--- src/rtl/keypad_scanner.sv ---
// keypad_scanner: walks the active-low columns of a 4x4 keypad, samples the synchronized rows,
// debounces whole-matrix scan results and reports committed presses as key_valid pulses.
module keypad_scanner #(
   parameter int DIV_BIT        = 14,
   parameter int DEBOUNCE_SCANS = 4
) (
   input  logic       clk,
   input  logic       rst_n,
   input  logic [3:0] row,
   output logic [3:0] col,
   output logic       key_valid,
   output logic [3:0] key_code,
   output logic       key_down
);
   localparam int CNT_W = $clog2(DEBOUNCE_SCANS + 1);

   typedef enum logic {IDLE, PRESSED} state_t;

   typedef struct packed {
      logic       is_key;
      logic [3:0] code;
   } result_t;

   logic [3:0]         r_row_meta;
   logic [3:0]         r_row_sync;
   logic [DIV_BIT-1:0] r_div;
   logic [1:0]         r_col_sel;
   logic [3:0]         r_col;
   logic [3:0][3:0]    r_cap;      // [column][row], 1 = pressed
   logic [CNT_W-1:0]   r_cnt;
   result_t            r_prev;
   state_t             r_state;
   logic               r_key_valid;
   logic [3:0]         r_key_code;
   logic               r_key_down;

   logic [3:0]         w_row_s;
   logic               w_tick;
   logic               w_scan_done;
   logic [1:0]         w_col_sel_next;
   logic [15:0]        w_matrix;
   logic [4:0]         w_nset;
   logic [3:0]         w_code;
   result_t            w_result;
   logic [CNT_W-1:0]   w_cnt_next;
   logic               w_commit;

   assign w_row_s        = ~r_row_sync;
   assign w_tick         = &r_div;
   assign w_scan_done    = w_tick && (r_col_sel == 2'd3);
   assign w_col_sel_next = r_col_sel + 2'd1;

   // Column 3 is sampled on the same tick that completes the scan, so it comes straight from w_row_s.
   always_comb begin
      w_matrix = '0;
      w_nset   = '0;
      w_code   = '0;
      w_result = '0;
      for (int r = 0; r < 4; r++) begin
         for (int c = 0; c < 4; c++) begin
            w_matrix[r*4 + c] = (c == 3) ? w_row_s[r] : r_cap[c][r];
         end
      end
      for (int i = 0; i < 16; i++) begin
         if (w_matrix[i]) begin
            w_nset = w_nset + 5'd1;
            w_code = 4'(i);
         end
      end
      w_result.is_key = (w_nset == 5'd1);
      w_result.code   = w_result.is_key ? w_code : 4'd0;
   end

   always_comb begin
      w_cnt_next = CNT_W'(1);
      if (w_result == r_prev) begin
         w_cnt_next = (r_cnt >= CNT_W'(DEBOUNCE_SCANS)) ? CNT_W'(DEBOUNCE_SCANS)
                                                        : r_cnt + CNT_W'(1);
      end
   end

   assign w_commit = w_scan_done && (w_cnt_next == CNT_W'(DEBOUNCE_SCANS));

   // NOTE: all state is updated with non-blocking assignments so every register sees pre-edge values.
   always_ff @(posedge clk) begin
      if (!rst_n) begin
         r_row_meta  <= 4'hF;
         r_row_sync  <= 4'hF;
         r_div       <= '0;
         r_col_sel   <= 2'd0;
         r_col       <= 4'b1110;
         r_cap       <= '0;
         r_cnt       <= '0;
         r_prev      <= '0;
         r_state     <= IDLE;
         r_key_valid <= 1'b0;
         r_key_code  <= 4'd0;
         r_key_down  <= 1'b0;
      end else begin
         r_row_meta  <= row;
         r_row_sync  <= r_row_meta;
         r_div       <= r_div + DIV_BIT'(1);
         r_key_valid <= 1'b0;

         if (w_tick) begin
            r_cap[r_col_sel] <= w_row_s;
            r_col_sel        <= w_col_sel_next;
            r_col            <= ~(4'b0001 << w_col_sel_next);
         end

         if (w_scan_done) begin
            r_cnt  <= w_cnt_next;
            r_prev <= w_result;
         end

         if (w_commit) begin
            case (r_state)
               IDLE: begin
                  if (w_result.is_key) begin
                     r_state     <= PRESSED;
                     r_key_code  <= w_result.code;
                     r_key_down  <= 1'b1;
                     r_key_valid <= 1'b1;
                  end
               end
               PRESSED: begin
                  if (!w_result.is_key) begin
                     r_state    <= IDLE;
                     r_key_down <= 1'b0;
                  end else if (w_result.code != r_key_code) begin
                     r_key_code  <= w_result.code;
                     r_key_valid <= 1'b1;
                  end
               end
               default: r_state <= IDLE;
            endcase
         end
      end
   end

   assign col       = r_col;
   assign key_valid = r_key_valid;
   assign key_code  = r_key_code;
   assign key_down  = r_key_down;
endmodule

--- config.mk ---
export PLATFORM = sky130hd
export DESIGN_NAME = keypad_scanner
export DESIGN_NICKNAME = d
export VERILOG_FILES = /design/src/rtl/keypad_scanner.sv
export SDC_FILE = /design/constraint.sdc
export NUM_CORES = 1
export LEC_CHECK = 0
export ABC_AREA = 1
export BUFFER_PORTS_ARGS = -buffer_cell sky130_fd_sc_hd__buf_2
export CORE_ASPECT_RATIO = 1.25
export CORE_MARGIN = 2
export CORE_UTILIZATION = 30
export CTS_BUF_LIST = sky130_fd_sc_hd__clkbuf_16
export CTS_CLUSTER_DIAMETER = 40
export DETAILED_ROUTE_END_ITERATION = 10
export HOLD_SLACK_MARGIN = 0.05
export PLACE_DENSITY_LB_ADDON = 0.08
export SLEW_MARGIN = 40
export SYNTH_ARGS = -nofsm -noshare
export SYNTH_HDL_FRONTEND = slang
export SYNTH_SLANG_ARGS = --single-unit
--- constraint.sdc ---
create_clock -name clk -period 7.3 [get_ports clk]
set_clock_uncertainty 0.05 [all_clocks]
set_input_delay 1.46 -clock clk [delete_from_list [all_inputs] [get_ports clk]]
set_output_delay 1.46 -clock clk [all_outputs]
set_load 0.005 [all_outputs]
==> flow_summary.ini <==
[outcome]
status = finished, violations left
failed_checks = negative setup slack

[place]
dpl_worst_slack_ns = -0.706
placed_cells = 872
place_congestion = 0.790
post-dp-hpwl_mm = 7.94
io_buffers = 15

[power]
total_leakage_power_nw = 2.92
total_power_w = 0.000665
worst_ir_drop_vdd_v = 0.0000890
pwr_density_cell_mw_per_mm2 = 112

[timing]
setup_repair_after_global_routing_missed_its_margin = true
final.setup.tns_ns = -2.24
hold-worst-slack_ns = 0.364
fmaxAchievable_mhz = 131
tightestPinTransition_ns = 0.632
final.period_utilization_pct = 104
timing.max_slew.rel_slack_pct = 57.4
final.setup.worst_slack_ns = -0.306
final_max_slew_viol_count = 0
finalHoldViolations = 0
final_period_minus_worst_setup_slack_ns = 7.61
count_of_endpoints_failing_setup_in_the_final_report = 10

[yosys]
synth-seq-area-share_pct = 26.1
yosys.area_share.simple_pct = 44.4
synth_top_area_share_pct = 26.1
post_synth_main_area_contributors = dfxtp_1 (26%), nand2_1 (15%), inv_1 (9.2%), ha_1 (7.4%), nand2_2 (5.8%)
synth.yosys.warnings = 0
syn-cell-area_mm2 = 0.00422
synth_compound_gate_area_share_pct = 10.7
synthesis.instances = 650
synth_top_family_by_area = simple AND/OR/NAND/NOR gates
postSynthRegisterBits = 55
synth_enable_flop_cells = 0
yosysUniqueCellTypes = 40
yosys.area_share.adder_pct = 7.41
dominantRegCellSynth = dfxtp_1
post_synth_xor_area_fraction_pct = 0.415
muxShareOfSynthArea_pct = 0
synth_area_leader_cell = dfxtp_1
syn_avg_cell_area_um2 = 6.49
synth.net_count = 681
ys_async_sr_fraction_pct = 0

[global_routing]
overflow = 0
grt_first_pass_wirelength_mm = 19.1
first_global_vias = 4296
number_of_antenna_violations_at_the_first_check_in_global_routing = 0
track_usage_pct = 15.7
maximum_number_of_pins_on_one_net_before_global_route_repair = 36

[routing]
antenna_violating_nets_post_route = 0
drt_iter0_markers = 68
drt-vias-per-instance = 4.60
drc = 0
routed_wirelength_mm = 11.1
routedWlPerCell_um = 12.0
dr.pass1.iters = 4
dr_total_vias = 4243

[flow_run]
max_cap_violations = 0

[final_layout]
diodes = 0
design.final.nets = 777
instances_no_fill = 922
area_delta_synth_final_pct = 40.5
drive_above_1_share_pct = 39.2
count_of_fill_cells_added_during_filler_insertion = 1488

[floorplan]
num_rows = 48
design.core.area_mm2 = 0.0138
start_util_pct = 30.6
die_width_um = 110
floorplan.die.height_um = 137
die_area_mm2 = 0.0150
ioPinCount = 16

[clock_network]
cts_made_buffers = 5
clk_root_buffer_cell = clkbuf_16
clockBufferDepth = 2
clk_pin_slew_ns = 0.07
clk_latency_ns = 0.29
htree_levels = 2
cts_sinks = 55
post_cts_hold_buffer_count = 0
tritoncts = yes

[critical_path]
timing.rr.end = key_code[2]
cp_num_cells = 61
setup.reg_to_reg.worst_slack_ns = -0.31
critical_path_required_ns = 7.45
cp_data_arrival_time_ns = 7.75
reg2reg_from = r_cap[0]
critical-path-top-delay-family = simple AND/OR/NAND/NOR gates
critical-path-max-stage-delay_ns = 0.33
critical_path_class = flip-flop to flip-flop
worst_setup_path_start_kind = flip-flop
cp_slowest_cell = dfxtp_2
wp_buf_inv = 10
worst_setup_path_end_kind = flip-flop
worstPathMaxFanout = 6
worst-r2r-cell-count = 61

[hold_path]
hold_class = flip-flop to flip-flop
min_delay_worst_endpoint = r_row_sync[3]
whs_path_depth = 1
timing.hold.worst.start = r_row_meta[3]
## area by class of cell
type                       instances  area (um^2)  share of cell area (%)
clock buffer                       5          125                    2.11
inverter                         113          424                    7.15
sequential                        55         1100                    18.6
clock inverter                     3         42.5                   0.717
timing repair buffer              96          733                    12.4
tap                              175          219                    3.69
multi-input combinational        475         3280                    55.4
## state kept, by name, summed over array words and instances, names as in the netlist
register,cells
r_div,14
r_cap,12
r_prev,5
col,4
key_code,4
r_row_meta,4
r_row_sync,4
r_cnt,3
r_col_sel,2
key_down,1
key_valid,1
r_state,1
## stage by stage
| stage | util, % | instance area (um^2) |
|---|---|---|
| 2_1_floorplan | - | 4310 |
| 3_3_place_gp | 35.3 | 4870 |
| 3_5_place_dp | 35.3 | 4870 |
| 4_1_cts | 40.0 | 5530 |
| 5_1_grt | 42.9 | 5930 |
| 6_report | 42.9 | 5930 |
## logic make-up after synthesis
| group | Yosys count |
|---|---|
| xor gates and xnor gates | 2 |
| DFF | 55 |
| buffers and inverters | 120 |
| adders and majority gates | 25 |
| AOI/OAI and AO/OA | 82 |
| and+or+nand+nor | 366 |
## cell usage in the layout, fill, tap and decap left out, types with 8 or more instances in the layout
master | Yosys | routed
buf_6 | 2 | 10
nand3_1 | 41 | 25
ha_4 | 0 | 13
a21oi_1 | 31 | 31
nor2_1 | 55 | 51
nand2_1 | 165 | 113
nor2_4 | 4 | 8
inv_1 | 103 | 94
inv_2 | 9 | 18
nand3_4 | 6 | 14
buf_4 | 0 | 70
ha_1 | 25 | 12
buf_2 | 0 | 15
nand2_4 | 3 | 31
or2_2 | 10 | 9
dfxtp_1 | 55 | 53
nand2_2 | 39 | 63
o21ai_0 | 31 | 30
nand4_1 | 9 | 9
nand3_2 | 16 | 24
## synth_stat cells, types with 9 or more instances
library cell    n
nand2_1       165
inv_1         103
dfxtp_1        55
nor2_1         55
nand3_1        41
nand2_2        39
a21oi_1        31
o21ai_0        31
ha_1           25
nand3_2        16
or2_2          10
inv_2           9
nand4_1         9
## worst register-to-register path: cells and delay by family (launching register included)
family,cells,cell delay (ns)
DFF,1,0.33
and+or+nand+nor,38,3.24
adders and majority gates,13,3.01
buffers and inverters,10,0.85
## per-layer routing
layer / vias up / wire length, um / GRT usage [%]
li1: 2251 / - / -
met1: 1947 / 4750 / 18.4
met2: 27 / 5980 / 29.4
met3: 18 / 149 / 1.86
met4: 0 / 174 / 4.38
met5: - / 0 / 0
## timing repair
action | in CTS | in global routing
endpoints found under the setup margin | 15 | 15
gates cloned | 1 | 0
buffers inserted | 40 | 7
pin swaps | 66 | 81
resized for setup | 42 | 92
## worst max path at each step
stage,startpoint,end
finish,r_cap[0],key_code[2]
global route,r_cap[0],key_code[3]
CTS,r_cap[4],key_code[3]
detailed placement,r_cap[4],key_code[3]
global placement,r_cap[4],key_code[3]
floorplan,r_cap[4],key_code[1]
## power by group
group	internal, W	switching, W
Clock	0.000162	0.000110
Sequential	0.000303	0.00000284
Combinational	0.0000367	0.0000506
Total	0.000502	0.000163
(Power assumes the default switching activity.)
